--- src/rtl/dual_issue_scheduler_if.sv ---
`default_nettype none
// ============================================================================
// Module   : dual_issue_scheduler_if
// Brief    : Decode-queue pair, issue-port and writeback bundle for the
//            dual-issue scheduler. master = scheduler side, slave = environment.
// Revision : 1.0  initial release
// ============================================================================
interface dual_issue_scheduler_if #(
   parameter int RADDR_W = 5
);
   logic               o_sch_dque_request;
   logic               i_dque_sch_ready;
   logic               i_d0_valid, i_d1_valid;
   logic [2:0]         i_d0_funct, i_d1_funct;
   logic [RADDR_W-1:0] i_d0_rd, i_d1_rd, i_d0_rs1, i_d1_rs1, i_d0_rs2, i_d1_rs2;
   logic               i_d0_rd_wr, i_d1_rd_wr;
   logic               o_iss0_valid, o_iss1_valid;
   logic [2:0]         o_iss0_funct, o_iss1_funct;
   logic [RADDR_W-1:0] o_iss0_rd, o_iss1_rd, o_iss0_rs1, o_iss1_rs1, o_iss0_rs2, o_iss1_rs2;
   logic               i_iss0_ready, i_iss1_ready;
   logic               i_wb_valid;
   logic [RADDR_W-1:0] i_wb_rd;
   logic               i_flush;

   modport master (
      output o_sch_dque_request,
      input  i_dque_sch_ready,
      input  i_d0_valid, i_d1_valid, i_d0_funct, i_d1_funct,
      input  i_d0_rd, i_d1_rd, i_d0_rs1, i_d1_rs1, i_d0_rs2, i_d1_rs2,
      input  i_d0_rd_wr, i_d1_rd_wr,
      output o_iss0_valid, o_iss1_valid, o_iss0_funct, o_iss1_funct,
      output o_iss0_rd, o_iss1_rd, o_iss0_rs1, o_iss1_rs1, o_iss0_rs2, o_iss1_rs2,
      input  i_iss0_ready, i_iss1_ready,
      input  i_wb_valid, i_wb_rd, i_flush
   );

   modport slave (
      input  o_sch_dque_request,
      output i_dque_sch_ready,
      output i_d0_valid, i_d1_valid, i_d0_funct, i_d1_funct,
      output i_d0_rd, i_d1_rd, i_d0_rs1, i_d1_rs1, i_d0_rs2, i_d1_rs2,
      output i_d0_rd_wr, i_d1_rd_wr,
      input  o_iss0_valid, o_iss1_valid, o_iss0_funct, o_iss1_funct,
      input  o_iss0_rd, o_iss1_rd, o_iss0_rs1, o_iss1_rs1, o_iss0_rs2, o_iss1_rs2,
      output i_iss0_ready, i_iss1_ready,
      output i_wb_valid, i_wb_rd, i_flush
   );
endinterface
`default_nettype wire

--- src/rtl/dual_issue_scheduler.sv ---
`default_nettype none
// ============================================================================
// Module   : dual_issue_scheduler
// Brief    : In-order 2-wide issue scheduler. Buffers one decode pair, checks
//            intra-pair RAW/WAW, port capability and a register scoreboard,
//            and issues 0, 1 or 2 instructions per cycle (slot1 never first).
// Revision : 1.0  initial release
// ============================================================================
module dual_issue_scheduler #(
   parameter int NREG    = 32,
   parameter int RADDR_W = 5
) (
   input  logic                   i_clk,
   input  logic                   i_rstn,
   dual_issue_scheduler_if.master bus
);
   typedef enum logic [1:0] {ST_EMPTY = 2'd0, ST_FULL = 2'd1, ST_HALF = 2'd2} state_t;

   // v marks a slot still waiting to issue; wr is the rd write-enable
   typedef struct packed {
      logic               v;
      logic [2:0]         f;
      logic [RADDR_W-1:0] rd;
      logic [RADDR_W-1:0] rs1;
      logic [RADDR_W-1:0] rs2;
      logic               wr;
   } slot_t;

   state_t          state_q;
   slot_t           slot_q [2];
   logic [NREG-1:0] sb_q, sb_d;
   slot_t           ld_slot0, ld_slot1;
   logic            pend0, pend1, ok0, ok1, raw, waw, clash, dual;
   logic            hd_sel, hd_ok;
   logic [2:0]      hd_f;
   logic            use0, use1, sel0, sel1;
   logic            iss_s0, iss_s1, rem0, rem1, req, xfer;

   // BRC/LSU may only go to port0
   function automatic logic excl0(input logic [2:0] f);
      return (f == 3'd1) || (f == 3'd2);
   endfunction

   // MUL/DIV may only go to port1
   function automatic logic excl1(input logic [2:0] f);
      return (f == 3'd3) || (f == 3'd4);
   endfunction

   function automatic logic busy(input logic [NREG-1:0] sb, input logic [RADDR_W-1:0] r);
      return (r != '0) && sb[r];
   endfunction

   function automatic logic clear_to_go(input slot_t s, input logic [NREG-1:0] sb);
      return !busy(sb, s.rs1) && !busy(sb, s.rs2) && !(s.wr && busy(sb, s.rd));
   endfunction

   assign ld_slot0 = {bus.i_d0_valid, bus.i_d0_funct, bus.i_d0_rd, bus.i_d0_rs1, bus.i_d0_rs2, bus.i_d0_rd_wr};
   assign ld_slot1 = {bus.i_d1_valid, bus.i_d1_funct, bus.i_d1_rd, bus.i_d1_rs1, bus.i_d1_rs2, bus.i_d1_rd_wr};

   // Issue decision: try the pair, otherwise the oldest pending slot alone
   always_comb begin
      pend0  = (state_q == ST_FULL) && slot_q[0].v;
      pend1  = (state_q != ST_EMPTY) && slot_q[1].v;
      ok0    = clear_to_go(slot_q[0], sb_q);
      ok1    = clear_to_go(slot_q[1], sb_q);
      raw    = slot_q[0].wr && (slot_q[0].rd != '0) &&
               ((slot_q[1].rs1 == slot_q[0].rd) || (slot_q[1].rs2 == slot_q[0].rd));
      waw    = slot_q[0].wr && slot_q[1].wr && (slot_q[0].rd != '0) &&
               (slot_q[0].rd == slot_q[1].rd);
      clash  = (excl0(slot_q[0].f) && excl0(slot_q[1].f)) ||
               (excl1(slot_q[0].f) && excl1(slot_q[1].f));
      dual   = !bus.i_flush && pend0 && pend1 && ok0 && ok1 && !raw && !waw && !clash &&
               bus.i_iss0_ready && bus.i_iss1_ready;
      hd_sel = !pend0;
      hd_ok  = !bus.i_flush && (pend0 ? ok0 : (pend1 && ok1));
      hd_f   = slot_q[hd_sel].f;
      use0   = 1'b0;
      use1   = 1'b0;
      sel0   = 1'b0;
      sel1   = 1'b0;
      if (dual) begin
         // slot0 lands on port1 if it is MUL/DIV, or an ALU paired with BRC/LSU
         use0 = 1'b1;
         use1 = 1'b1;
         sel0 = excl1(slot_q[0].f) || (!excl0(slot_q[0].f) && excl0(slot_q[1].f));
         sel1 = !sel0;
      end else if (hd_ok) begin
         if (!excl1(hd_f) && bus.i_iss0_ready) begin
            use0 = 1'b1;
            sel0 = hd_sel;
         end else if (!excl0(hd_f) && bus.i_iss1_ready) begin
            use1 = 1'b1;
            sel1 = hd_sel;
         end
      end
      iss_s0 = (use0 && !sel0) || (use1 && !sel1);
      iss_s1 = (use0 && sel0) || (use1 && sel1);
      rem0   = pend0 && !iss_s0;
      rem1   = pend1 && !iss_s1;
      req    = bus.i_flush || (state_q == ST_EMPTY) || (!rem0 && !rem1);
      xfer   = req && bus.i_dque_sch_ready;
   end

   assign bus.o_sch_dque_request = req;
   assign bus.o_iss0_valid = use0;
   assign bus.o_iss0_funct = use0 ? slot_q[sel0].f   : '0;
   assign bus.o_iss0_rd    = use0 ? slot_q[sel0].rd  : '0;
   assign bus.o_iss0_rs1   = use0 ? slot_q[sel0].rs1 : '0;
   assign bus.o_iss0_rs2   = use0 ? slot_q[sel0].rs2 : '0;
   assign bus.o_iss1_valid = use1;
   assign bus.o_iss1_funct = use1 ? slot_q[sel1].f   : '0;
   assign bus.o_iss1_rd    = use1 ? slot_q[sel1].rd  : '0;
   assign bus.o_iss1_rs1   = use1 ? slot_q[sel1].rs1 : '0;
   assign bus.o_iss1_rs2   = use1 ? slot_q[sel1].rs2 : '0;

   // Scoreboard next value: writeback clears first so a same-cycle issue set wins
   always_comb begin
      sb_d = sb_q;
      if (bus.i_wb_valid && (bus.i_wb_rd != '0)) sb_d[bus.i_wb_rd] = 1'b0;
      if (use0 && slot_q[sel0].wr && (slot_q[sel0].rd != '0)) sb_d[slot_q[sel0].rd] = 1'b1;
      if (use1 && slot_q[sel1].wr && (slot_q[sel1].rd != '0)) sb_d[slot_q[sel1].rd] = 1'b1;
   end

   // Buffer FSM: load on transfer (also during flush), otherwise retire issued slots
   always_ff @(posedge i_clk or negedge i_rstn) begin
      if (!i_rstn) begin
         state_q   <= ST_EMPTY;
         slot_q[0] <= '0;
         slot_q[1] <= '0;
      end else if (xfer) begin
         state_q   <= ST_FULL;
         slot_q[0] <= ld_slot0;
         slot_q[1] <= ld_slot1;
      end else if (bus.i_flush) begin
         state_q <= ST_EMPTY;
      end else begin
         case (state_q)
            ST_FULL: begin
               if (!rem0 && !rem1) begin
                  state_q <= ST_EMPTY;
               end else if (!rem0) begin
                  state_q     <= ST_HALF;
                  slot_q[0].v <= 1'b0;
               end
            end
            ST_HALF: if (!rem1) state_q <= ST_EMPTY;
            default: state_q <= ST_EMPTY;
         endcase
      end
   end

   // Scoreboard register
   always_ff @(posedge i_clk or negedge i_rstn) begin
      if (!i_rstn) sb_q <= '0;
      else         sb_q <= sb_d;
   end
endmodule
`default_nettype wire

--- src/flat_wrapper.sv ---
// flat-port wrapper written by rule: the top's interface ports become plain ports
module dual_issue_scheduler_flat 
#(
   parameter int NREG    = 32,
   parameter int RADDR_W = 5
)
  (i_clk, i_rstn, bus_o_sch_dque_request, bus_i_dque_sch_ready, bus_i_d0_valid, bus_i_d1_valid, bus_i_d0_funct, bus_i_d1_funct, bus_i_d0_rd, bus_i_d1_rd, bus_i_d0_rs1, bus_i_d1_rs1, bus_i_d0_rs2, bus_i_d1_rs2, bus_i_d0_rd_wr, bus_i_d1_rd_wr, bus_o_iss0_valid, bus_o_iss1_valid, bus_o_iss0_funct, bus_o_iss1_funct, bus_o_iss0_rd, bus_o_iss1_rd, bus_o_iss0_rs1, bus_o_iss1_rs1, bus_o_iss0_rs2, bus_o_iss1_rs2, bus_i_iss0_ready, bus_i_iss1_ready, bus_i_wb_valid, bus_i_wb_rd, bus_i_flush);
  dual_issue_scheduler_if #(.RADDR_W(RADDR_W)) bus_i ();
  input  logic i_clk;
  input  logic i_rstn;
  output wire logic [$bits(bus_i.o_sch_dque_request)-1:0] bus_o_sch_dque_request;
  input wire logic [$bits(bus_i.i_dque_sch_ready)-1:0] bus_i_dque_sch_ready;
  input wire logic [$bits(bus_i.i_d0_valid)-1:0] bus_i_d0_valid;
  input wire logic [$bits(bus_i.i_d1_valid)-1:0] bus_i_d1_valid;
  input wire logic [$bits(bus_i.i_d0_funct)-1:0] bus_i_d0_funct;
  input wire logic [$bits(bus_i.i_d1_funct)-1:0] bus_i_d1_funct;
  input wire logic [$bits(bus_i.i_d0_rd)-1:0] bus_i_d0_rd;
  input wire logic [$bits(bus_i.i_d1_rd)-1:0] bus_i_d1_rd;
  input wire logic [$bits(bus_i.i_d0_rs1)-1:0] bus_i_d0_rs1;
  input wire logic [$bits(bus_i.i_d1_rs1)-1:0] bus_i_d1_rs1;
  input wire logic [$bits(bus_i.i_d0_rs2)-1:0] bus_i_d0_rs2;
  input wire logic [$bits(bus_i.i_d1_rs2)-1:0] bus_i_d1_rs2;
  input wire logic [$bits(bus_i.i_d0_rd_wr)-1:0] bus_i_d0_rd_wr;
  input wire logic [$bits(bus_i.i_d1_rd_wr)-1:0] bus_i_d1_rd_wr;
  output wire logic [$bits(bus_i.o_iss0_valid)-1:0] bus_o_iss0_valid;
  output wire logic [$bits(bus_i.o_iss1_valid)-1:0] bus_o_iss1_valid;
  output wire logic [$bits(bus_i.o_iss0_funct)-1:0] bus_o_iss0_funct;
  output wire logic [$bits(bus_i.o_iss1_funct)-1:0] bus_o_iss1_funct;
  output wire logic [$bits(bus_i.o_iss0_rd)-1:0] bus_o_iss0_rd;
  output wire logic [$bits(bus_i.o_iss1_rd)-1:0] bus_o_iss1_rd;
  output wire logic [$bits(bus_i.o_iss0_rs1)-1:0] bus_o_iss0_rs1;
  output wire logic [$bits(bus_i.o_iss1_rs1)-1:0] bus_o_iss1_rs1;
  output wire logic [$bits(bus_i.o_iss0_rs2)-1:0] bus_o_iss0_rs2;
  output wire logic [$bits(bus_i.o_iss1_rs2)-1:0] bus_o_iss1_rs2;
  input wire logic [$bits(bus_i.i_iss0_ready)-1:0] bus_i_iss0_ready;
  input wire logic [$bits(bus_i.i_iss1_ready)-1:0] bus_i_iss1_ready;
  input wire logic [$bits(bus_i.i_wb_valid)-1:0] bus_i_wb_valid;
  input wire logic [$bits(bus_i.i_wb_rd)-1:0] bus_i_wb_rd;
  input wire logic [$bits(bus_i.i_flush)-1:0] bus_i_flush;
  assign bus_o_sch_dque_request = bus_i.o_sch_dque_request;
  assign bus_i.i_dque_sch_ready = bus_i_dque_sch_ready;
  assign bus_i.i_d0_valid = bus_i_d0_valid;
  assign bus_i.i_d1_valid = bus_i_d1_valid;
  assign bus_i.i_d0_funct = bus_i_d0_funct;
  assign bus_i.i_d1_funct = bus_i_d1_funct;
  assign bus_i.i_d0_rd = bus_i_d0_rd;
  assign bus_i.i_d1_rd = bus_i_d1_rd;
  assign bus_i.i_d0_rs1 = bus_i_d0_rs1;
  assign bus_i.i_d1_rs1 = bus_i_d1_rs1;
  assign bus_i.i_d0_rs2 = bus_i_d0_rs2;
  assign bus_i.i_d1_rs2 = bus_i_d1_rs2;
  assign bus_i.i_d0_rd_wr = bus_i_d0_rd_wr;
  assign bus_i.i_d1_rd_wr = bus_i_d1_rd_wr;
  assign bus_o_iss0_valid = bus_i.o_iss0_valid;
  assign bus_o_iss1_valid = bus_i.o_iss1_valid;
  assign bus_o_iss0_funct = bus_i.o_iss0_funct;
  assign bus_o_iss1_funct = bus_i.o_iss1_funct;
  assign bus_o_iss0_rd = bus_i.o_iss0_rd;
  assign bus_o_iss1_rd = bus_i.o_iss1_rd;
  assign bus_o_iss0_rs1 = bus_i.o_iss0_rs1;
  assign bus_o_iss1_rs1 = bus_i.o_iss1_rs1;
  assign bus_o_iss0_rs2 = bus_i.o_iss0_rs2;
  assign bus_o_iss1_rs2 = bus_i.o_iss1_rs2;
  assign bus_i.i_iss0_ready = bus_i_iss0_ready;
  assign bus_i.i_iss1_ready = bus_i_iss1_ready;
  assign bus_i.i_wb_valid = bus_i_wb_valid;
  assign bus_i.i_wb_rd = bus_i_wb_rd;
  assign bus_i.i_flush = bus_i_flush;
  dual_issue_scheduler #(.NREG(NREG), .RADDR_W(RADDR_W)) u_core (.i_clk(i_clk), .i_rstn(i_rstn), .bus(bus_i));
endmodule
--- config.mk ---
export PLATFORM = sky130hd
export DESIGN_NAME = dual_issue_scheduler_flat
export DESIGN_NICKNAME = d
export VERILOG_FILES = /design/src/rtl/dual_issue_scheduler_if.sv /design/src/rtl/dual_issue_scheduler.sv /design/src/flat_wrapper.sv
export SDC_FILE = /design/constraint.sdc
export NUM_CORES = 1
export LEC_CHECK = 0
export CAP_MARGIN = 10
export CORE_MARGIN = 10
export CORE_UTILIZATION = 41
export DETAILED_ROUTE_END_ITERATION = 8
export PLACE_DENSITY = 0.71
export SETUP_SLACK_MARGIN = 0.05
export SLEW_MARGIN = 20
export SYNTH_ARGS = -nofsm -noshare
export SYNTH_HDL_FRONTEND = slang
export SYNTH_SLANG_ARGS = --single-unit
export TNS_END_PERCENT = 5
--- constraint.sdc ---
create_clock -name i_clk -period 6.37 [get_ports i_clk]
set_clock_uncertainty 0.2 [all_clocks]
set_input_delay 0.9555 -clock i_clk [delete_from_list [all_inputs] [get_ports i_clk]]
set_output_delay 0.9555 -clock i_clk [all_outputs]
set_load 0.02 [all_outputs]
==> results of run 1 <==
[stage by stage]
step,instances,utilization
after floorplan,658,-
after global placement,891,0.4821
after detailed placement,891,0.4821
after CTS,906,0.5027
after global routing,906,0.5028
final,906,0.5028
[state kept, by name, summed over array words and instances (netlist names)]
register and cells:
u_core.state_q 2, u_core.sb_q 31, u_core.slot_q 40
[cell families (layout without fill, tap and decap cells)]
kind of cell	Yosys count	after routing	synth area share
and+or+nand+nor	196	196	0.1680
AOI/OAI and AO/OA	186	186	0.2087
muxes	114	114	0.2601
DFF	73	73	0.2910
buffers and inverters	72	132	0.04862
xor gates and xnor gates	17	17	0.02371
[layer usage]
metal	GRT usage	vias up	share of wire	wire length, um
met5	0	-	0	0
met4	0.07845	0	0.032	724
met3	0.06040	76	0.11	2523
met2	0.3363	445	0.46	10360
met1	0.2709	3013	0.39	8811
li1	-	2645	-	-
[where the power goes]
part / switching [mW] / internal (mW)
clock network: 0.199 / 0.351
registers: 0.306 / 0.552
logic: 0.367 / 0.394
[layout by cell type, fill, tap and decap left out, types with 10 or more instances in the layout]
master and instances:
clkdlybuf4s50_1 89, dfrtp_1 72, nand2_1 43, nor2_1 39, mux2i_1 36, o21ai_0 36
mux4_2 35, mux2_1 35, a22o_1 28, a21oi_1 26, o221ai_1 23, nand3_1 17
nor2b_1 16, o211ai_1 15, nor3_1 14, buf_4 13, inv_1 12, nand3b_1 12
xor2_1 10, o21ai_1 10
[cell usage after synthesis, types with 5 or more instances]
| cell | n |
|---|---|
| nand2b_1 | 9 |
| mux2i_1 | 36 |
| mux2_2 | 8 |
| a21o_1 | 6 |
| a31oi_1 | 9 |
| o211ai_1 | 15 |
| nor3_1 | 14 |
| a21oi_1 | 27 |
| o221ai_1 | 23 |
| and2_1 | 7 |
| buf_1 | 7 |
| nand3_1 | 17 |
| clkbuf_1 | 41 |
| inv_1 | 12 |
| nor2_1 | 39 |
| nor4_1 | 8 |
| mux4_2 | 35 |
| nand3b_1 | 12 |
| xnor2_1 | 7 |
| a22o_1 | 28 |
| dfrtp_1 | 73 |
| a211oi_1 | 5 |
| mux2_1 | 35 |
| xor2_1 | 10 |
| nand2_1 | 43 |
| nor2b_1 | 16 |
| o21ai_0 | 36 |
| buf_2 | 7 |
| o21ai_1 | 10 |
| and3_1 | 9 |
[layout make-up]
cell class,instances,share of cell area
sequential,73,0.2409
timing repair buffer,104,0.1336
multi-input combinational,513,0.5470
tap,188,0.03100
clock buffer,12,0.03249
clock inverter,3,0.008575
inverter,13,0.006431
[path summary, 6_finish.rpt]
path / from / endpoint / cells past startpoint
worst min register to register: u_core.slot_q[19] / u_core.slot_q[19] / 1
worst max register to register: u_core.slot_q[7] / u_core.sb_q[9] / 11
worst min-delay path: u_core.slot_q[19] / u_core.slot_q[19] / 1
max in group asynchronous: i_rstn / u_core.slot_q[6] / 2
worst max-delay path: u_core.slot_q[7] / bus_o_iss1_rs1[1] / 10
min in group asynchronous: i_rstn / u_core.slot_q[14] / 2
==> results.md, run 1 <==
- Post-CTS Setup Bufs: 0
- Largest net degree at the start of global routing: 74
- Global Route Usage Sum: 0.2129
- Setup TNS: 0 ns
- Syn Inst Count: 658
- Initial antenna violation count: 0
- Cell Pwr Density: 285.7 mW/mm2
- Post-route DRC: 0
- Hold Path Class: reg -> reg
- Antenna Cells: 0
- RSZ-0062 raised after global routing: no
- Status: complete, no violations
- # setup viols final: 0
- Min cycle time layout: 6.052 ns
- Post-Syn Nets: 710
- Clock transition at path regs: 0.05 ns
- Slew headroom: 0.3503
- Worst reg-to-reg setup slack: 1.33 ns
- Ys async rst share: 1.000
- Lkg Pwr: 2.909 nW
- Top cell type's share of synthesized area: 0.2910
- CP Max Fanout: 14
- CTS tree: built
- Via Count: 6179
- Final hold vios: 0
- Total Wirelength: 22420 um
- CP delay by family, top: simple AND/OR/NAND/NOR gates
- Initial Util: 0.4161
- CTS Sinks: 73
- Post-synthesis average cell area: 9.542 um2
- Crit Path Class: reg -> out
- Placement Rows: 45
- Maximum clock path buffer count: 2
- Total Power: 2.168 mW
- Die height: 143.7 um
- Multi-input combinational cell area: 0.004150 mm2
- Synth unique cells: 65
- Max VDD drop: 0.0002110 V
- NumNets Final: 766
- Critical path arrival: 4.90 ns
- Inserted Clock Buffers: 9
- WHS: 0.3133 ns
- Slew at the pin with the worst max-slew slack: 0.9746 ns
- Total die area: 0.02066 mm2
- Cts repair resizes: 0
- Main flop type after synthesis: dfrtp_1
- Antenna Nets Post-Route: 0
- Final-layout fill cell count: 1402
- Root Buffer: clkbuf_16
- Register Area: 0.001828 mm2
- Std-Cell Core Area: 0.01509 mm2
- Die W: 143.7 um
- CP endpoint kind: primary output
- #FFs+latches synth: 73
- Synth top area cells: dfrtp_1, mux4_2, mux2_1
- Hold buffers post-CTS: 0
- Crit-path cells: mux4_2, nand2b_1, nand4b_1, nand4_1, or4_1, nor4_1, o21bai_1, and2_1, a22o_1, clkdlybuf4s50_1
- Htree depth: 3
- Vias in the first global route: 5981
- Detailed Place HPWL: 15940 um
- Setup Slack @ Placement: 0.6626 ns
- Post-Syn Area: 0.006279 mm2
- Sequential share of the synthesized area: 0.2910
- PortBufs: 90
- Wire per inst: 24.74 um
- Via density per instance: 6.820
- Number of synthesized flops with an enable pin: 0
- I/O pin count: 91
- Initial DRC Count: 707
- Ys Warns: 0
- Grt ovf: 0
- Fin. max-slew vios: 0
- Pre-antenna DRT Iters: 6
- Area leader, netlist: dfrtp_1
- P&R area growth vs syn: 20.85%
- Max-capacitance violation count: 0
- CP Launch Type: register
- Fmax: 165.2 MHz
- Final Cycle Share: 0.9501
- Clk Latency, worst-skew pair: 0.36 ns
- Finished Cell Area: 0.007587 mm2
- Setup ws final: 0.3179 ns
- First-pass GRT wire length: 34350 um
- CP bufs+invs: 1
- Placed Area: 0.007274 mm2
- Slowest stage delay, CP: 0.71 ns
- CP max-delay cell: dfrtp_1
- RD Place Congestion: 1.025
- Share of layout cells above drive strength 1: 0.1156
- CP required: 5.21 ns
Note: power is estimated with default switching activity, not from simulation.
==> run 2, diff against run 1 <==
--- a/config.mk
+++ b/config.mk
@@ -5,6 +5,7 @@
 export SDC_FILE = /design/constraint.sdc
 export NUM_CORES = 1
 export LEC_CHECK = 0
+export ABC_CLOCK_PERIOD_IN_PS = 6370
 export CAP_MARGIN = 10
 export CORE_MARGIN = 10
 export CORE_UTILIZATION = 41
==> results of run 2 <==
Final layout, timing and power as in run 1 (identical DEF).
==> run 3, diff against run 2 <==
--- a/config.mk
+++ b/config.mk
@@ -10,7 +10,6 @@
 export CORE_MARGIN = 10
 export CORE_UTILIZATION = 41
 export DETAILED_ROUTE_END_ITERATION = 8
-export PLACE_DENSITY = 0.71
 export SETUP_SLACK_MARGIN = 0.05
 export SLEW_MARGIN = 20
 export SYNTH_ARGS = -nofsm -noshare
==> run 3 against run 2 <==
Register-to-register slack better by 0.02 ns; clock-buffer cell count is 1 higher; die area stayed put; non-clock buffer count is 1 lower; flip-flop and latch count stayed put; power is 1.1% lower; final cell count is 0.11% lower; global-route usage is 1.0 points higher; worst hold slack worse by 0.026 ns.
==> results.md, run 3 (synthesis gave the netlist of run 1 again) <==
- Die W: 143.7 um (unchanged)
- Most repeated library cell on the critical path: or4_1
- Cell Pwr Density: 283.3 mW/mm2 (was 285.7 mW/mm2)
- CP max-delay cell: dfrtp_1 (unchanged)
- CP Max Fanout: 13 (was 14)
- NumNets Final: 765 (was 766)
- CP Launch Type: register (unchanged)
- Slowest stage delay, CP: 0.71 ns (about the same)
- Most common cell after layout, fill and taps aside: clkdlybuf4s50_1 (unchanged)
- Status: complete, no violations (unchanged)
- WHS: 0.2874 ns (was 0.3133 ns)
- Lkg Pwr: 2.892 nW (was 2.909 nW)
- Maximum clock path buffer count: 2 (unchanged)
- Clk Latency, worst-skew pair: 0.35 ns (was 0.36 ns)
- Root Buffer: clkbuf_16 (unchanged)
- Max VDD drop: 0.0002275 V (was 0.0002110 V)
- Antenna Cells: 0 (unchanged)
- Largest registers: u_core.slot_q: 40 flops, u_core.sb_q: 31 flops, u_core.state_q: 2 flops (unchanged)
- CP required: 5.21 ns (about the same)
- CTS tree: built (unchanged)
- Max reg flops: 40 (unchanged)
- Fmax: 165.8 MHz (was 165.2 MHz)
- Vias in the first global route: 6049 (was 5981)
- Min cycle time layout: 6.031 ns (was 6.052 ns)
- Htree depth: 3 (unchanged)
- Post-route DRC: 0 (unchanged)
- First-pass GRT wire length: 35760 um (was 34350 um)
- Largest net degree at the start of global routing: 74 (unchanged)
- Placed Area: 0.007269 mm2 (was 0.007274 mm2)
- Detailed Place HPWL: 16610 um (was 15940 um)
- P&R area growth vs syn: 20.59% (was 20.85%)
- Slew headroom: 0.3539 (was 0.3503)
- Grt ovf: 0 (unchanged)
- Total Wirelength: 23140 um (was 22420 um)
- Die height: 143.7 um (unchanged)
- Hold Path Class: reg -> reg (unchanged)
- RD Place Congestion: 0.9680 (was 1.025)
- Std-Cell Core Area: 0.01509 mm2 (unchanged)
- Crit Path Class: reg -> out (unchanged)
- Total die area: 0.02066 mm2 (unchanged)
- Fin. max-slew vios: 0 (unchanged)
- Most frequent cells in the layout: clkdlybuf4s50_1, dfrtp_1, nand2_1, nor2_1 (unchanged)
- Global Route Usage Sum: 0.2232 (was 0.2129)
- Initial DRC Count: 670 (was 707)
- # setup viols final: 0 (unchanged)
- Clock transition at path regs: 0.06 ns (was 0.05 ns)
- Final Cycle Share: 0.9468 (was 0.9501)
- Initial Util: 0.4161 (unchanged)
- Placement Rows: 45 (unchanged)
- CTS Sinks: 73 (unchanged)
- PortBufs: 90 (unchanged)
- I/O pin count: 91 (unchanged)
- Via Count: 6137 (was 6179)
- Wire per inst: 25.57 um (was 24.74 um)
- Antenna Nets Post-Route: 0 (unchanged)
- Pre-antenna DRT Iters: 5 (was 6)
- Final hold vios: 0 (unchanged)
- RSZ-0062 raised after global routing: no (unchanged)
- Setup TNS: 0 ns (unchanged)
- Inserted Clock Buffers: 9 (unchanged)
- Total Power: 2.145 mW (was 2.168 mW)
- Initial antenna violation count: 0 (unchanged)
- Top reg by flops: u_core.slot_q (unchanged)
- Final-layout fill cell count: 1376 (was 1402)
- Critical path arrival: 4.88 ns (was 4.90 ns)
- Crit-path cells: mux2_1, a221oi_1, or4_1, nand4_1, or4_1, nor3_2, mux2i_1, and2_1, a22o_1, clkdlybuf4s50_1 (was mux4_2, nand2b_1, nand4b_1, nand4_1, or4_1, nor4_1, o21bai_1, and2_1, a22o_1, clkdlybuf4s50_1)
- Share of layout cells above drive strength 1: 0.1172 (was 0.1156)
- CP endpoint kind: primary output (unchanged)
- Max-capacitance violation count: 0 (unchanged)
- Finished Cell Area: 0.007571 mm2 (was 0.007587 mm2)
- Via density per instance: 6.781 (was 6.820)
- Slew at the pin with the worst max-slew slack: 0.9691 ns (was 0.9746 ns)
==> run 3: cell types whose count changed in the layout (fill, tap and decap cells not counted), sizes merged <==
cell and delta:
buf -1, bufinv -1, clkbuf +1, clkinv -1
clkinvlp +1
==> run 3: layer usage <==
layer / part of all wire / vias up / GRT usage
met5: 0 / - / 0
met4: 0.035 / 0 / 0.1042
met3: 0.092 / 61 / 0.04719
met2: 0.47 / 373 / 0.3543
met1: 0.40 / 3048 / 0.2840
li1: - / 2655 / -
==> run 3: worst max-delay path: cells and delay by family, from the launching register on <==
kind,cells,cell delay (ns)
AOI/OAI and AO/OA,2,0.51
muxes,2,0.87
buffers and inverters,1,0.61
and+or+nand+nor,5,1.81
DFF,1,0.71
==> run 3: area by class of cell <==
type	count	area, um2	area share
clock buffer	13	260.3	0.03437
clock inverter	2	37.54	0.004958
inverter	13	48.80	0.006445
multi-input combinational	513	4153	0.5485
sequential	73	1828	0.2414
tap	188	235.2	0.03107
timing repair buffer	103	1008	0.1332
==> run 3: stage by stage <==
stage	instances	util	setup slack, ns
2_1_floorplan	658	-	1.503
3_3_place_gp	890	0.4818	0.7090
3_5_place_dp	890	0.4818	0.6091
4_1_cts	905	0.5015	0.2212
5_1_grt	905	0.5017	0.05414
6_report	905	0.5017	0.3388
==> run 3: timing repair <==
item | CTS | global route
resized for setup | 0 | 3
buffers inserted | 0 | 0
hold buffers | 0 | 0
setup endpoints to repair | 0 | 27
==> run 3: path summary, 6_finish.rpt <==
kind                            depth (start not counted)           endpoint               from  slack [ns]
max in group asynchronous                               1   u_core.slot_q[6]             i_rstn        4.75
worst min-delay path                                    1  u_core.slot_q[19]  u_core.slot_q[19]        0.29
worst max-delay path                                   10  bus_o_iss0_rs1[1]   u_core.slot_q[7]        0.34
min in group asynchronous                               1   u_core.slot_q[3]             i_rstn        0.56
worst max register to register                         11    u_core.sb_q[31]   u_core.slot_q[7]        1.35
worst min register to register                          1  u_core.slot_q[19]  u_core.slot_q[19]        0.29
==> run 3: where the power goes <==
group,switching (mW),internal (mW),leakage [nW]
Combinational,0.365,0.394,1.83
Sequential,0.312,0.551,0.922
Clock,0.200,0.323,0.142
